## config.mk

```make
export PLATFORM = sky130hd
export DESIGN_NAME = bsg_chip_reset_cord_sequencer_flat
export DESIGN_NICKNAME = d
export VERILOG_FILES = /design/src/rtl/bsg_chip_reset_cord_sequencer_if.sv /design/src/rtl/bsg_chip_reset_cord_sequencer.sv /design/src/flat_wrapper.sv
export SDC_FILE = /design/constraint.sdc
export NUM_CORES = 1
export LEC_CHECK = 0
export ABC_CLOCK_PERIOD_IN_PS = 2220
export BUFFER_PORTS_ARGS = -buffer_cell sky130_fd_sc_hd__buf_2
export CAP_MARGIN = 40
export CELL_PAD_IN_SITES_DETAIL_PLACEMENT = 1
export CELL_PAD_IN_SITES_GLOBAL_PLACEMENT = 1
export CORE_UTILIZATION = 39
export CTS_CLUSTER_SIZE = 25
export DETAILED_ROUTE_END_ITERATION = 10
export PLACE_DENSITY = 0.89
export RECOVER_POWER = 25
export SYNTH_ARGS = -nofsm -noshare
export SYNTH_HDL_FRONTEND = slang
export SYNTH_SLANG_ARGS = --single-unit
```

## constraint.sdc

```tcl
create_clock -name clk_i -period 2.22 [get_ports clk_i]
set_clock_uncertainty 0.05 [all_clocks]
set_input_delay 0.222 -clock clk_i [delete_from_list [all_inputs] [get_ports clk_i]]
set_output_delay 0.222 -clock clk_i [all_outputs]
set_load 0.1 [all_outputs]
```

## src/rtl/bsg_chip_reset_cord_sequencer_if.sv

```systemverilog
// Tag-client side bundle of the reset/cord sequencer.
//   tag_v_i     : per-channel new-payload strobe (one-cycle pulse)
//   tag_reset_i : per-channel requested reset bit, valid with tag_v_i
//   tag_cord_i  : per-channel cord, valid with tag_v_i
//   reset_o     : registered per-channel reset to the domains
//   cord_o      : registered per-channel cord
//   done_o      : all channels out of reset
//   err_o       : sticky, a cord write arrived while its channel was running
// master = tag-client/toplevel side, slave = sequencer.
interface bsg_chip_reset_cord_sequencer_if #(
  parameter int unsigned num_ch_p     = 4,
  parameter int unsigned cord_width_p = 7
);

  logic [num_ch_p-1:0]                   tag_v_i;
  logic [num_ch_p-1:0]                   tag_reset_i;
  logic [num_ch_p-1:0][cord_width_p-1:0] tag_cord_i;
  logic [num_ch_p-1:0]                   reset_o;
  logic [num_ch_p-1:0][cord_width_p-1:0] cord_o;
  logic                                  done_o;
  logic                                  err_o;

  modport master (
    output tag_v_i, tag_reset_i, tag_cord_i,
    input  reset_o, cord_o, done_o, err_o
  );

  modport slave (
    input  tag_v_i, tag_reset_i, tag_cord_i,
    output reset_o, cord_o, done_o, err_o
  );

endinterface

```

## src/rtl/bsg_chip_reset_cord_sequencer.sv

```systemverilog
// Reset/cord sequencer: captures per-channel reset requests and cords from
// the tag clients, holds every domain in reset while any request is set, and
// once all requests clear releases the domains one by one in index order.
//   clk_i   : router/core clock
//   reset_i : asynchronous active-high reset
//   bus     : slave modport carrying tag strobes/payloads and the
//             registered reset_o / cord_o / done_o / err_o outputs
module bsg_chip_reset_cord_sequencer #(
  parameter int unsigned num_ch_p      = 4,
  parameter int unsigned cord_width_p  = 7,
  parameter int unsigned hold_cycles_p = 16,
  parameter int unsigned gap_cycles_p  = 4
) (
  input  logic                             clk_i,
  input  logic                             reset_i,
  bsg_chip_reset_cord_sequencer_if.slave   bus
);

  localparam int unsigned cnt_max_lp   = (hold_cycles_p > gap_cycles_p) ? hold_cycles_p : gap_cycles_p;
  localparam int unsigned cnt_width_lp = $clog2(cnt_max_lp) + 1;
  // A single channel still needs a one-bit index register.
  localparam int unsigned idx_width_lp = (num_ch_p > 1) ? $clog2(num_ch_p) : 1;

  localparam logic [cnt_width_lp-1:0] hold_init_lp = cnt_width_lp'(hold_cycles_p - 1);
  localparam logic [cnt_width_lp-1:0] gap_init_lp  = cnt_width_lp'(gap_cycles_p - 1);
  localparam logic [idx_width_lp-1:0] idx_last_lp  = idx_width_lp'(num_ch_p - 1);
  localparam logic [num_ch_p-1:0]     ch_one_lp    = num_ch_p'(1);

  typedef enum logic [1:0] {
    e_assert  = 2'd0,
    e_hold    = 2'd1,
    e_release = 2'd2,
    e_run     = 2'd3
  } state_e;

  state_e                                state_r, state_n;
  logic [cnt_width_lp-1:0]               cnt_r, cnt_n;
  logic [idx_width_lp-1:0]               idx_r, idx_n, idx_inc;
  logic [num_ch_p-1:0]                   reset_r, reset_n;
  logic                                  done_r, done_n;

  logic [num_ch_p-1:0]                   req_r;
  logic [num_ch_p-1:0][cord_width_p-1:0] cord_r;
  logic                                  err_r;

  logic                                  req_any;
  logic                                  cord_drop;

  assign req_any   = |req_r;
  assign idx_inc   = idx_r + idx_width_lp'(1);
  // A strobe on a channel already out of reset cannot update its cord.
  assign cord_drop = |(bus.tag_v_i & ~reset_r);

  // Per-channel request/cord capture and sticky error flag.
  always_ff @(posedge clk_i or posedge reset_i) begin
    if (reset_i) begin
      req_r  <= '1;
      cord_r <= '0;
      err_r  <= 1'b0;
    end else begin
      for (int k = 0; k < int'(num_ch_p); k++) begin
        if (bus.tag_v_i[k]) begin
          req_r[k] <= bus.tag_reset_i[k];
          if (reset_r[k]) begin
            cord_r[k] <= bus.tag_cord_i[k];
          end
        end
      end
      if (cord_drop) begin
        err_r <= 1'b1;
      end
    end
  end

  // Sequencer state, counters and registered outputs.
  always_ff @(posedge clk_i or posedge reset_i) begin
    if (reset_i) begin
      state_r <= e_assert;
      cnt_r   <= '0;
      idx_r   <= '0;
      reset_r <= '1;
      done_r  <= 1'b0;
    end else begin
      state_r <= state_n;
      cnt_r   <= cnt_n;
      idx_r   <= idx_n;
      reset_r <= reset_n;
      done_r  <= done_n;
    end
  end

  // Next-state and next-output logic; a pending request overrides everything.
  always_comb begin
    state_n = state_r;
    cnt_n   = cnt_r;
    idx_n   = idx_r;
    reset_n = reset_r;
    done_n  = done_r;

    case (state_r)
      e_assert: begin
        reset_n = '1;
        done_n  = 1'b0;
        if (!req_any) begin
          state_n = e_hold;
          cnt_n   = hold_init_lp;
        end
      end

      e_hold: begin
        if (cnt_r == '0) begin
          reset_n = reset_r & ~ch_one_lp;
          idx_n   = '0;
          if (num_ch_p == 1) begin
            state_n = e_run;
            done_n  = 1'b1;
          end else begin
            state_n = e_release;
            cnt_n   = gap_init_lp;
          end
        end else begin
          cnt_n = cnt_r - cnt_width_lp'(1);
        end
      end

      e_release: begin
        if (cnt_r == '0) begin
          idx_n   = idx_inc;
          reset_n = reset_r & ~(ch_one_lp << idx_inc);
          if (idx_inc == idx_last_lp) begin
            state_n = e_run;
            done_n  = 1'b1;
          end else begin
            cnt_n = gap_init_lp;
          end
        end else begin
          cnt_n = cnt_r - cnt_width_lp'(1);
        end
      end

      e_run: begin
        done_n = 1'b1;
      end

      default: begin
        state_n = e_assert;
      end
    endcase

    if (req_any) begin
      state_n = e_assert;
      cnt_n   = '0;
      idx_n   = '0;
      reset_n = '1;
      done_n  = 1'b0;
    end
  end

  assign bus.reset_o = reset_r;
  assign bus.cord_o  = cord_r;
  assign bus.done_o  = done_r;
  assign bus.err_o   = err_r;

endmodule
```

## src/flat_wrapper.sv

```systemverilog
// flat-port wrapper written by rule: the top's interface ports become plain ports
module bsg_chip_reset_cord_sequencer_flat 
#(
  parameter int unsigned num_ch_p      = 4,
  parameter int unsigned cord_width_p  = 7,
  parameter int unsigned hold_cycles_p = 16,
  parameter int unsigned gap_cycles_p  = 4
)
  (clk_i, reset_i, bus_tag_v_i, bus_tag_reset_i, bus_tag_cord_i, bus_reset_o, bus_cord_o, bus_done_o, bus_err_o);
  bsg_chip_reset_cord_sequencer_if #(.num_ch_p(num_ch_p), .cord_width_p(cord_width_p)) bus_i ();
  input  logic clk_i;
  input  logic reset_i;
  input wire logic [$bits(bus_i.tag_v_i)-1:0] bus_tag_v_i;
  input wire logic [$bits(bus_i.tag_reset_i)-1:0] bus_tag_reset_i;
  input wire logic [$bits(bus_i.tag_cord_i)-1:0] bus_tag_cord_i;
  output wire logic [$bits(bus_i.reset_o)-1:0] bus_reset_o;
  output wire logic [$bits(bus_i.cord_o)-1:0] bus_cord_o;
  output wire logic [$bits(bus_i.done_o)-1:0] bus_done_o;
  output wire logic [$bits(bus_i.err_o)-1:0] bus_err_o;
  assign bus_i.tag_v_i = bus_tag_v_i;
  assign bus_i.tag_reset_i = bus_tag_reset_i;
  assign bus_i.tag_cord_i = bus_tag_cord_i;
  assign bus_reset_o = bus_i.reset_o;
  assign bus_cord_o = bus_i.cord_o;
  assign bus_done_o = bus_i.done_o;
  assign bus_err_o = bus_i.err_o;
  bsg_chip_reset_cord_sequencer #(.num_ch_p(num_ch_p), .cord_width_p(cord_width_p), .hold_cycles_p(hold_cycles_p), .gap_cycles_p(gap_cycles_p)) u_core (.clk_i(clk_i), .reset_i(reset_i), .bus(bus_i));
endmodule
```

==> results of run 1 <==
[worst min path at each step]
| stage | startpoint | to | slack, ns |
|---|---|---|---|
| global route | bus_tag_cord_i[14] | u_core.bus.cord_o[14] | 0.08 |
| finish | bus_tag_cord_i[20] | u_core.bus.cord_o[20] | 0.08 |
| CTS | reset_i | u_core.bus.cord_o[18] | 0.04 |
| floorplan | bus_tag_v_i[3] | u_core.bus.err_o | 0.30 |
| global placement | reset_i | u_core.bus.cord_o[16] | 0.36 |
| detailed placement | reset_i | u_core.bus.cord_o[17] | 0.36 |
[cell usage after synthesis]
library cell   n  area (sq um)
a211oi_2       1          12.5
a21boi_1       2          15.0
a21o_1         3          22.5
a21oi_1        7          35.0
a222oi_1       1          10.0
a22oi_1        1          7.51
a311oi_1       1          8.76
a31oi_1        2          12.5
buf_1          1          3.75
clkbuf_1       2          7.51
dfrtp_1       39           976
dfstp_2        8           210
ha_1          10           125
inv_1         11          41.3
mux2_1        16           180
mux2_2        17           191
mux2i_1        2          20.0
nand2_1       14          52.6
nand2b_1       2          12.5
nand3_1        1          5.00
nand4_1        1          6.26
nor2_1         6          22.5
nor2b_1        2          12.5
nor3_1         1          5.00
nor3b_2        1          12.5
nor4_1         2          12.5
nor4b_4        1          23.8
o21ai_0        4          20.0
o21ai_1        2          10.0
o21ba_2        1          10.0
o31ai_1        1          7.51
o32ai_1        2          17.5
or3_1          2          12.5
or3b_1         1          8.76
or4_1          1          7.51
or4b_1         1          10.0
[power groups by stage]
stage | sequential [uW] | combinational, uW | clock [uW]
CTS | 964 | 660 | 514
global placement | 973 | 646 | 0
finish | 963 | 654 | 494
detailed placement | 980 | 659 | 0
floorplan | 1360 | 141 | 0
global route | 974 | 684 | 543
[sequential cells by signal (all words and copies together), names as in the netlist]
name / cells
u_core.bus.done_o: 1
u_core.req_r: 4
u_core.bus.reset_o: 4
u_core.cnt_r: 5
u_core.state_r: 2
u_core.bus.cord_o: 28
u_core.bus.err_o: 1
u_core.idx_r: 2
[area by class of cell]
type                            count  area, sq um
Multi-Input combinational cell    109          910
Tap cell                           70         87.6
Clock buffer                        6         72.6
Clock inverter                      2         12.5
Inverter                           11         41.3
Timing Repair Buffer               74          375
Fill cell                         592         2520
Sequential cell                    47         1190
[metrics by stage]
step | cell area, sq um | utilization [%] | hold WS [ns] | std cells
4_1_cts | 2690 | 51.6 | 0.0356 | 319
3_5_place_dp | 2600 | 50.0 | 0.364 | 311
3_3_place_gp | 2600 | 50.0 | 0.357 | 311
2_1_floorplan | 2150 | - | 0.303 | 170
5_1_grt | 2690 | 51.6 | 0.0826 | 319
6_report | 2690 | 51.6 | 0.0805 | 319
[worst max-delay path, cell delays in order, from the launching register on]
cell and delay, ns:
dfrtp_1 0.41, inv_1 0.08, ha_1 0.22, nor4b_4 0.43
a21boi_1 0.19, or3b_1 0.37, a21oi_1 0.13
[cells by family (layout without fill, tap and decap cells)]
| kind of cell | after synthesis | count (layout) | share of synthesized area, % |
|---|---|---|---|
| flip-flops | 47 | 47 | 55.2 |
| AND/OR/NAND/NOR | 36 | 36 | 9.49 |
| adder cells (fa/ha/maj) | 10 | 10 | 5.82 |
| AO/OA/AOI/OAI | 28 | 28 | 8.79 |
| multiplexers | 35 | 35 | 18.2 |
| buffers and inverters | 14 | 93 | 2.45 |
[routing by layer]
layer	track usage [%]	part of all wire [%]
met3	3.11	4.1
met2	35.6	55
met1	20.8	40
met4	6.92	1.6
met5	0	0
==> reports/results.txt, run 1 <==
Synthesized Nets -> 218
H-tree Lvls -> 2
Switching power -> 826 uW
Clock latency on the worst-skew pair -> 0.29 ns
Post-synthesis cell type count -> 36
Hold buffers post-CTS -> 0
Setup Viol. Count Final -> 0
Worst EP arrival -> 2.13 ns
Reg2Reg Launch Point -> u_core.cnt_r[0]
Slew @ Worst Pin -> 1.13 ns
First-pass GRT wire length -> 8430 microns
Per-cell routed wire length -> 15.7 microns
Port Buf Inserts -> 71
Critical path capture point -> u_core.state_r[1]
CP Class -> flop to flop
Leakage power -> 0.00130 uW
Initial Util -> 41.3%
Pwr dens -> 786 nW/um^2
Most common cell after layout, fill and taps aside -> buf_2
CP Launch Point -> u_core.cnt_r[0]
Initial antenna violation count -> 0
Most frequent cells in the layout -> buf_2, dfrtp_1, mux2_2
Status -> finished, final reports clean
Global Route Usage Sum -> 18.8%
Antenna viol nets, final -> 0
Via count -> 1613
Setup_tns -> 0 ns
Detailed Route Iter0 Violations -> 26
Vias in the first global route -> 1751
Clk buf depth -> 2
Hold Crit Class -> primary input to flop
Sw Ratio -> 39.1%
Yosys reg bits -> 47
Reg2reg setup slack -> 0.26 ns
Largest net degree at the start of global routing -> 48
Core Region -> 5200 sq um
First-pass DRT Iterations -> 4
Worst hold stages -> 2
Post-route DRC -> 0
Internal power -> 1280 uW
Post-Syn Instances -> 170
Final hold vios -> 0
Clk root buf -> clkbuf_8
CTS Buf Count -> 5
Pre-CTS setup slack -> 0.271 ns
Power share of the combinational group -> 31.0%
Global placer's final weighted congestion -> 0.792
Clock Pin Slew Worst Setup and Hold Paths -> 0.08 ns
Final Worst Setup Slack -> 0.259 ns
Max_cap viols -> 0
Mapped Avg Cell Area -> 12.6 sq um
FF-to-FF End -> u_core.state_r[1]
Net count, final -> 296
Slew Limit Fails -> 0
Layout cell share with drive strength beyond 1 -> 44.2%
Post_cts resized -> 0
Minimum clock period -> 1.96 ns
Worst vdd ir -> 0.000363 V
Fmax -> 510 MHz
RSZ-0062 raised after global routing -> false
CP Launch Type -> flop
Final HPWL DP -> 3910 microns
Clock sink count -> 47
Row count -> 26
Clk pwr share -> 23.4%
Sequential area share after synthesis -> 55.2%
Relative slew slack -> 24.4%
CP max FO -> 8
Die height -> 76.2 microns
Top Ports -> 72
Final Cycle Share -> 88.3%
Die area -> 5810 sq um
Crit end category -> flop
Final Power -> 2110 uW
Ant diodes -> 0
CTS tree -> yes
Sequential share of power -> 45.6%
Critical Path RT -> 2.39 ns
R2r worst-path depth -> 6
Post-DR vias/cell -> 5.06
Synth-to-layout area growth -> 25.0%
Post-CTS setup buffers -> 0
Overall die width -> 76.2 microns
Mapped Area -> 2150 sq um
Synth warn -> 0
Final wirelength -> 5020 microns
Total grt overflow -> 0
(Power assumes the default switching activity.)
==> run 2: changes to the inputs <==
--- a/config.mk
+++ b/config.mk
@@ -13,6 +13,7 @@
 export CORE_UTILIZATION = 39
 export CTS_CLUSTER_SIZE = 25
 export DETAILED_ROUTE_END_ITERATION = 10
+export GPL_TIMING_DRIVEN = 0
 export PLACE_DENSITY = 0.89
 export RECOVER_POWER = 25
 export SYNTH_ARGS = -nofsm -noshare
==> reports/results.txt, run 2 (synthesis results as in run 1) <==
Relative slew slack -> 47.0%
Reg2reg setup slack -> 0.20 ns
Critical Path RT -> 2.41 ns
CP Launch Type -> flop
Crit end category -> flop
Initial antenna violation count -> 0
Worst vdd ir -> 0.000385 V
Port Buf Inserts -> 71
Final Worst Setup Slack -> 0.204 ns
Max_cap viols -> 0
Largest net degree at the start of global routing -> 34
Post-route DRC -> 0
Via count -> 1660
Overall die width -> 76.2 microns
Row count -> 26
Layout cell share with drive strength beyond 1 -> 42.5%
Slew Limit Fails -> 0
Clock Pin Slew Worst Setup and Hold Paths -> 0.09 ns
Synth-to-layout area growth -> 28.1%
CP max FO -> 4
Antenna viol nets, final -> 0
DP Area -> 2620 sq um
Largest stage delay, worst path -> 0.56 ns
H-tree Lvls -> 2
Final HPWL DP -> 3800 microns
Final hold vios -> 0
Most frequent cells in the layout -> buf_2, dfrtp_1, mux2_2
Final Cycle Share -> 90.8%
Post-DR vias/cell -> 5.12
Total grt overflow -> 0
Critical path capture point -> u_core.bus.reset_o[1]
Clk root buf -> clkbuf_8
Dpl cells -> 313
RSZ-0062 raised after global routing -> false
Slew @ Worst Pin -> 0.795 ns
Fin cells -> 324
Die height -> 76.2 microns
Net count, final -> 301
Worst EP arrival -> 2.20 ns
Pwr dens -> 832 nW/um^2
Minimum clock period -> 2.02 ns
CP Launch Point -> u_core.cnt_r[0]
Clk buf depth -> 2
CTS tree -> yes
Pre-CTS setup slack -> 0.223 ns
Final wirelength -> 5170 microns
Fmax -> 496 MHz
Hold Crit Class -> primary input to flop
Most common cell after layout, fill and taps aside -> buf_2
Reg2Reg Launch Point -> u_core.cnt_r[0]
Global Route Usage Sum -> 19.2%
CTS Buf Count -> 5
First-pass GRT wire length -> 8800 microns
Final instance area -> 2750 sq um
Status -> finished, final reports clean
Setup Viol. Count Final -> 0
Initial Util -> 41.3%
Setup_tns -> 0 ns
Clock sink count -> 47
Vias in the first global route -> 1807
CP Class -> flop to flop
Clock latency on the worst-skew pair -> 0.30 ns
FF-to-FF End -> u_core.bus.reset_o[1]
Die area -> 5810 sq um
Leakage power -> 0.00133 uW
Detailed Route Iter0 Violations -> 74
Worst path slowest cell -> or4b_1
Per-cell routed wire length -> 15.9 microns
Top Ports -> 72
Final hold slack -> 0.0787 ns
First-pass DRT Iterations -> 4
Global placer's final weighted congestion -> 0.753
Ant diodes -> 0
Largest register FFs -> 28
Core Region -> 5200 sq um
R2r worst-path depth -> 6
Worst-path cell chain -> inv_1, ha_1, or4b_1, nor3b_2, nand2_1, a21o_1
==> run 2: what timing repair did <==
| action | in CTS | in global routing |
|---|---|---|
| setup endpoints to repair | 0 | 2 |
| resized for setup | 0 | 0 |
| endpoints found under the hold margin | 13 | 0 |
| buffers inserted | 0 | 2 |
| hold buffers | 1 | 0 |
==> run 2: layout make-up <==
class / instances / area, sq um
clock buffers: 6 / 82.6
plain buffers: 3 / 11.3
fillers: 598 / 2450
repair buffers: 76 / 395
inverters: 11 / 41.3
flip-flops and latches: 47 / 1190
well taps: 70 / 87.6
multi-input cells: 109 / 910
clock inverters: 2 / 38.8
==> run 2: per-layer routing <==
metal	GRT usage (%)	vias up	routed length, microns	part of all wire (%)
met5	0	-	0	0
met4	6.15	0	101	2.0
met3	4.67	10	265	5.1
met2	34.0	60	2680	52
met1	22.8	820	2120	41
li1	-	770	-	-
==> run 2: worst min path at each step <==
stage                            start                     to  slack [ns]  cells after the start
detailed placement             reset_i  u_core.bus.cord_o[19]        0.16                      2
floorplan               bus_tag_v_i[3]       u_core.bus.err_o        0.30                      2
global route         bus_tag_cord_i[5]   u_core.bus.cord_o[5]        0.08                      2
CTS                  bus_tag_cord_i[9]   u_core.bus.cord_o[9]        0.07                      2
global placement    bus_tag_cord_i[20]  u_core.bus.cord_o[20]        0.38                      2
finish               bus_tag_cord_i[9]   u_core.bus.cord_o[9]        0.08                      2
==> run 2: critical path: cells and delay by family, from the launching register on <==
kind / cells / cell delay [ns]
and+or+nand+nor: 3 / 0.99
DFF: 1 / 0.42
adders and majority gates: 1 / 0.23
AOI/OAI and AO/OA: 1 / 0.19
buffers and inverters: 1 / 0.07
==> run 2: through the flow <==
stage	utilization, %	total power, uW
final	52.9	2290
after global routing	52.9	2380
after CTS	52.9	2310
after detailed placement	50.4	1640
after global placement	49.8	1620
after floorplan	-	1500
==> run 2: power by group <==
group | total, uW | leakage, uW | internal (uW) | switching [uW]
clock network | 664 | 0.0000618 | 370 | 293
logic | 666 | 0.000710 | 148 | 518
registers | 961 | 0.000557 | 923 | 38.2
